==> src/rtl/alu_sched_pkg.sv <==
// Shared constants and FSM encoding for the round-robin ALU scheduler.
package alu_sched_pkg;

   localparam int DEF_WIDTH = 16;
   localparam int DEF_OPW   = 3;

   localparam logic [2:0] OP_ADD    = 3'b001;
   localparam logic [2:0] OP_RUNSUM = 3'b111;

   typedef enum logic [1:0] {
      IDLE = 2'd0,
      EXEC = 2'd1,
      RESP = 2'd2
   } state_t;

endpackage

==> src/rtl/rr_arbiter.sv <==
// Combinational round-robin arbiter: the requester just after 'last' has
// the highest priority and 'last' itself the lowest. The pointer register
// lives in the parent.
module rr_arbiter #(
   parameter int NREQ = 4,
   parameter int IDW  = 2
) (
   input  logic [NREQ-1:0] req,
   input  logic [IDW-1:0]  last,
   output logic [NREQ-1:0] grant,
   output logic [IDW-1:0]  idx,
   output logic            any
);

   logic [IDW:0] w_dist;
   logic [IDW:0] w_best;

   // Pick the requester with the smallest circular distance from last+1.
   always_comb begin
      w_dist = '0;
      w_best = '1;
      idx    = '0;
      grant  = '0;
      any    = |req;
      for (int i = 0; i < NREQ; i++) begin
         if (IDW'(i) > last) begin
            w_dist = (IDW+1)'(i) - {1'b0, last} - (IDW+1)'(1);
         end else begin
            w_dist = (IDW+1)'(i) + (IDW+1)'(NREQ) - {1'b0, last} - (IDW+1)'(1);
         end
         if (req[i] && (w_dist < w_best)) begin
            w_best = w_dist;
            idx    = IDW'(i);
         end else begin
            w_best = w_best;
         end
      end
      for (int i = 0; i < NREQ; i++) begin
         grant[i] = any && (idx == IDW'(i));
      end
   end

endmodule

==> src/rtl/alu_rr_sched.sv <==
// Round-robin scheduler sharing one combinational ALU between NREQ requesters.
// Optional per-requester running-sum accumulation is built when the macro
// ALU_SCHED_RUNSUM_EN is defined.
module alu_rr_sched
   import alu_sched_pkg::*;
#(
   parameter int NREQ  = 4,
   parameter int WIDTH = DEF_WIDTH,
   parameter int OPW   = DEF_OPW,
   parameter int IDW   = 2
) (
   input  logic                  clk,
   input  logic                  rst,
   input  logic [NREQ-1:0]       req_valid,
   output logic [NREQ-1:0]       req_ready,
   input  logic [NREQ*WIDTH-1:0] req_a,
   input  logic [NREQ*WIDTH-1:0] req_b,
   input  logic [NREQ*OPW-1:0]   req_op,
   output logic [WIDTH-1:0]      alu_a,
   output logic [WIDTH-1:0]      alu_b,
   output logic [OPW-1:0]        alu_op,
   input  logic [WIDTH-1:0]      alu_sum,
   output logic                  rsp_valid,
   input  logic                  rsp_ready,
   output logic [IDW-1:0]        rsp_id,
   output logic [WIDTH-1:0]      rsp_data
);

   state_t           r_state;
   state_t           w_state_nxt;
   logic [IDW-1:0]   r_last;
   logic [IDW-1:0]   r_id;
   logic [WIDTH-1:0] r_alu_a;
   logic [WIDTH-1:0] r_alu_b;
   logic [OPW-1:0]   r_alu_op;
   logic             r_rsp_valid;
   logic [IDW-1:0]   r_rsp_id;
   logic [WIDTH-1:0] r_rsp_data;

   logic [NREQ-1:0]  w_grant;
   logic [IDW-1:0]   w_idx;
   logic             w_any;
   logic             w_accept;
   logic [WIDTH-1:0] w_a  [NREQ];
   logic [WIDTH-1:0] w_b  [NREQ];
   logic [OPW-1:0]   w_op [NREQ];
   logic [WIDTH-1:0] w_sel_a;
   logic [WIDTH-1:0] w_sel_b;
   logic [OPW-1:0]   w_sel_op;

   for (genvar g = 0; g < NREQ; g++) begin : g_unpack
      assign w_a[g]  = req_a[g*WIDTH +: WIDTH];
      assign w_b[g]  = req_b[g*WIDTH +: WIDTH];
      assign w_op[g] = req_op[g*OPW +: OPW];
   end

   rr_arbiter #(.NREQ(NREQ), .IDW(IDW)) u_arb (
      .req   (req_valid),
      .last  (r_last),
      .grant (w_grant),
      .idx   (w_idx),
      .any   (w_any)
   );

   assign w_sel_a  = w_a[w_idx];
   assign w_sel_b  = w_b[w_idx];
   assign w_sel_op = w_op[w_idx];
   assign w_accept = (r_state == IDLE) && w_any;

   // Next-state decode and the combinational accept strobe to requesters.
   always_comb begin
      w_state_nxt = r_state;
      case (r_state)
         IDLE: begin
            if (w_any) begin
               w_state_nxt = EXEC;
            end else begin
               w_state_nxt = IDLE;
            end
         end
         EXEC: w_state_nxt = RESP;
         RESP: begin
            if (rsp_ready) begin
               w_state_nxt = IDLE;
            end else begin
               w_state_nxt = RESP;
            end
         end
         default: w_state_nxt = IDLE;
      endcase
      req_ready = ((r_state == IDLE) && !rst) ? w_grant : '0;
   end

   // State register, priority pointer and the ID of the request in flight.
   always_ff @(posedge clk or posedge rst) begin
      if (rst) begin
         r_state <= IDLE;
         r_last  <= IDW'(NREQ-1);
         r_id    <= '0;
      end else begin
         r_state <= w_state_nxt;
         if (w_accept) begin
            r_last <= w_idx;
            r_id   <= w_idx;
         end
      end
   end

`ifdef ALU_SCHED_RUNSUM_EN
   logic [WIDTH-1:0] r_runsum [NREQ];
   logic             r_is_runsum;
   logic             w_sel_runsum;

   assign w_sel_runsum = (w_sel_op == OPW'(OP_RUNSUM));

   // Remember whether the accepted request accumulates into its running sum.
   always_ff @(posedge clk or posedge rst) begin
      if (rst) begin
         r_is_runsum <= 1'b0;
      end else if (w_accept) begin
         r_is_runsum <= w_sel_runsum;
      end
   end

   // Per-requester running sums, updated with the ALU result at the EXEC edge.
   always_ff @(posedge clk or posedge rst) begin
      if (rst) begin
         for (int i = 0; i < NREQ; i++) begin
            r_runsum[i] <= '0;
         end
      end else if ((r_state == EXEC) && r_is_runsum) begin
         r_runsum[r_id] <= alu_sum;
      end
   end

   // Operand registers; running-sum requests become an add onto the stored sum.
   always_ff @(posedge clk or posedge rst) begin
      if (rst) begin
         r_alu_a  <= '0;
         r_alu_b  <= '0;
         r_alu_op <= '0;
      end else if (w_accept) begin
         r_alu_b <= w_sel_b;
         if (w_sel_runsum) begin
            r_alu_a  <= r_runsum[w_idx];
            r_alu_op <= OPW'(OP_ADD);
         end else begin
            r_alu_a  <= w_sel_a;
            r_alu_op <= w_sel_op;
         end
      end
   end
`else
   // Operand registers: capture the winner's operands on accept, hold otherwise.
   always_ff @(posedge clk or posedge rst) begin
      if (rst) begin
         r_alu_a  <= '0;
         r_alu_b  <= '0;
         r_alu_op <= '0;
      end else if (w_accept) begin
         r_alu_a  <= w_sel_a;
         r_alu_b  <= w_sel_b;
         r_alu_op <= w_sel_op;
      end
   end
`endif

   // Response channel: capture the ALU result after EXEC, hold until taken.
   always_ff @(posedge clk or posedge rst) begin
      if (rst) begin
         r_rsp_valid <= 1'b0;
         r_rsp_id    <= '0;
         r_rsp_data  <= '0;
      end else if (r_state == EXEC) begin
         r_rsp_valid <= 1'b1;
         r_rsp_id    <= r_id;
         r_rsp_data  <= alu_sum;
      end else if ((r_state == RESP) && rsp_ready) begin
         r_rsp_valid <= 1'b0;
      end
   end

   assign alu_a     = r_alu_a;
   assign alu_b     = r_alu_b;
   assign alu_op    = r_alu_op;
   assign rsp_valid = r_rsp_valid;
   assign rsp_id    = r_rsp_id;
   assign rsp_data  = r_rsp_data;

endmodule

==> config.mk <==
export PLATFORM = sky130hd
export DESIGN_NAME = alu_rr_sched
export DESIGN_NICKNAME = d
export VERILOG_FILES = /design/src/rtl/alu_sched_pkg.sv /design/src/rtl/rr_arbiter.sv /design/src/rtl/alu_rr_sched.sv
export SDC_FILE = /design/constraint.sdc
export NUM_CORES = 1
export LEC_CHECK = 0
export CORE_UTILIZATION = 38
export CTS_CLUSTER_DIAMETER = 200
export DETAILED_ROUTE_END_ITERATION = 12
export PLACE_DENSITY = 0.94
export SLEW_MARGIN = 25
export SYNTH_ARGS = -nofsm -noshare
export SYNTH_HDL_FRONTEND = slang
export SYNTH_HIERARCHICAL = 1
export SYNTH_SLANG_ARGS = --single-unit
==> constraint.sdc <==
create_clock -name clk -period 5.2 [get_ports clk]
set_input_delay 1.04 -clock clk [delete_from_list [all_inputs] [get_ports clk]]
set_output_delay 1.04 -clock clk [all_outputs]
set_load 0.05 [all_outputs]
==> impl_metrics.ini <==
[power]
peakVddDrop_mv = 0.449
switchingPower_mw = 2.37
power_mw = 5.50
clkPwrFrac = 0.075
leakagePower_nw = 2.65
netSwitchingFraction = 0.430
combPwrFrac = 0.764
p_per_area_nw_per_um2 = 843
power.internal_mw = 3.14
seqPwrFrac = 0.161

[routing]
drc = 0
met3_length_um = 809
top_layer = met4
dr_wl_met2_um = 6130
drtAntennaViolNets = 0
post_drt_wl_per_cell_um = 18.4
first_iter_violations = 67
dr.pass1.iters = 4
drt-vias-per-instance = 5.15
met1Wirelength_um = 3940
num_vias = 3152
wirelength_um = 11300

[cts]
numCtsBuffers = 9
clk_latency_ns = 0.33
clockBufferDepth = 2
cts_max_level = 3
numClockSinks = 60
clkTransAtPathRegs_ns = 0.07
ctsRootBufferMaster = clkbuf_8
cts_tree = done

[cells_and_area]
nets = 648
n_fill_cell = 644
antenna_cells = 0
drive_gt1_frac = 0.331
fin_area_sq_um = 6530
fin_util = 0.704
syn_to_final_growth_pct = 79.2
stdcell_count = 612

[floorplan]
die_h_um = 99.9
io_pins = 221
die_area_sq_um = 9990
die_x_um = 99.9
num_rows = 35
core_sq_um = 9280
initial_utilization = 0.393

[global_route]
gr-total-overflow = 0
grt_usage = 0.223
grt_pass1_vias = 3439
grt_pass1_wl_um = 16900
grt_max_degree = 32
grt_antenna_before_repair = 0

[sta]
finalHoldViolations = 0
hold_slack_ns = 0.492
rsz0062_at_grt = yes
skew_ns = 0.0120
setup_slack_ns = -0.0463
finalCriticalPeriod_ns = 5.25
max_slew_margin = 0.378
fin_tns_setup_ns = -0.112
fmaxAchievable_ghz = 0.191
period_share = 1.01
setup_viol = 3
tightest_slew_ns = 0.928
slew_viol_final = 0

[synthesis]
synth.top_cell.area_share = 0.398
async_reset_ff_frac = 1.00
synthTopCellsByCount = dfrtp_1 (58), mux2_4 (28), mux4_2 (28)
syn_area_sq_um = 3640
synthFlopType = dfrtp_1
ys_ff_latch = 60
yosys_warnings = 6
ys_types = 41
synth_most_common_cell = dfrtp_1
syn_nets = 400
yosys.area.top_type = dfrtp_1
netlist_instances = 230
avgSynthCellArea_sq_um = 15.8
seq_area_frac_synth = 0.413
synth_area_leaders = dfrtp_1 (40%), mux4_2 (17%), mux2_4 (12%)
synth_edf_count = 0

[place]
io_buffers = 220
place_hpwl_um = 8770
finalWeightedCongestion = 0.925
place_area_sq_um = 6100
dp.cells = 579
dpl_worst_slack_ns = -0.457

[critical_path]
slowest_stage = clkdlybuf4s50_1
slowest_delay_ns = 0.50
r2r_cells = 20
end_kind = output pin
critical_path.max_fanout = 3
rrSetupSlack_ns = 0.41
required_ns = 4.16
critPathKind = in2out
crit_chain = clkdlybuf4s50_1, nor2b_4, o211ai_2, nor2_1, a31o_1, ha_2, a21boi_4, o21ai_2, mux2_4, ha_4, nor2_2, o21ai_2, nand4_1, nor2_2, and2_4, buf_12
worstPathArrival_ns = 4.21
critPathLaunchType = primary input

[status]
outcome = finished with violations
violations = negative setup slack

[job]
cap_violations = 0

[min_path]
holdPathStages = 1
hold_class = reg2reg
worst max-delay path: cells and delay by family:
kind / cells / cell delay [ns]
compound gates: 5 / 0.76
fa+ha+maj: 2 / 0.56
buf+inv: 2 / 0.63
mux: 1 / 0.33
simple gates: 6 / 0.87
cell usage in the layout, fill, tap and decap left out, types with 6 or more instances in the layout:
| cell type | instances |
|---|---|
| mux2_2 | 25 |
| clkbuf_8 | 10 |
| clkdlybuf4s50_1 | 215 |
| mux4_2 | 28 |
| mux4_1 | 7 |
| mux2_4 | 29 |
| buf_4 | 28 |
| dfrtp_1 | 58 |
| buf_12 | 7 |
| nor2_1 | 6 |
worst paths after layout:
check | startpoint | end
hold / removal | r_id[0]$_DFFE_PP0P_ | r_id[0]$_DFFE_PP0P_
min in group asynchronous | rst | rsp_data[12]$_DFFE_PP0P_
setup / recovery | req_valid[1] | req_ready[1]
max in group asynchronous | rst | rsp_valid$_DFFE_PP0P_
setup reg to reg | r_last[1]$_DFFE_PP1P_ | alu_a[13]$_DFFE_PP0P_
hold reg to reg | r_id[0]$_DFFE_PP0P_ | r_id[0]$_DFFE_PP0P_
state kept, by name, indices dropped and copies added, names as in the netlist:
name,count
alu_b,16
rsp_id,2
alu_op,3
r_last,2
rsp_valid,1
rsp_data,16
alu_a,16
r_id,2
r_state,2
power groups by stage:
stage                     Combinational [mW]  Sequential, mW  Clock [mW]
final                                   4.21           0.884       0.415
after global routing                    4.43           0.915       0.450
after CTS                               4.16           0.888       0.430
after detailed placement                3.94           0.889           0
after global placement                  3.82           0.879           0
after floorplan                         2.15            1.63           0
kinds of logic (layout without fill, tap and decap cells):
group / count (synthesis) / count (layout) / share of synthesized area
multiplexers: 93 / 93 / 0.432
flip-flops: 60 / 60 / 0.413
AND/OR/NAND/NOR: 32 / 32 / 0.0491
buffers and inverters: 19 / 272 / 0.0384
AO/OA/AOI/OAI: 18 / 18 / 0.0419
adder cells (fa/ha/maj): 7 / 7 / 0.0240
XOR/XNOR: 1 / 1 / 0.00240
metal layers:
metal | up-vias | GRT usage
met2 | 183 | 0.430
li1 | 1396 | -
met4 | 0 | 0.0928
met1 | 1540 | 0.230
met5 | - | 0
met3 | 33 | 0.0529
layout make-up:
type | instances | area, sq um | share of cell area
repair buffers | 251 | 2510 | 0.385
multi-input cells | 151 | 2130 | 0.326
flip-flops and latches | 60 | 1500 | 0.230
well taps | 129 | 161 | 0.0247
clock buffers | 11 | 141 | 0.0216
clock inverters | 5 | 61.3 | 0.00939
inverters | 5 | 23.8 | 0.00364
timing repair:
item / in CTS / in global routing
gates resized for setup: 22 / 4
setup endpoints to repair: 4 / 4
gates cloned: 0 / 0
hold buffers: 0 / 0
pin swaps: 12 / 12
buffers inserted: 11 / 7
No activity file was read; power rests on OpenSTA's default activity.
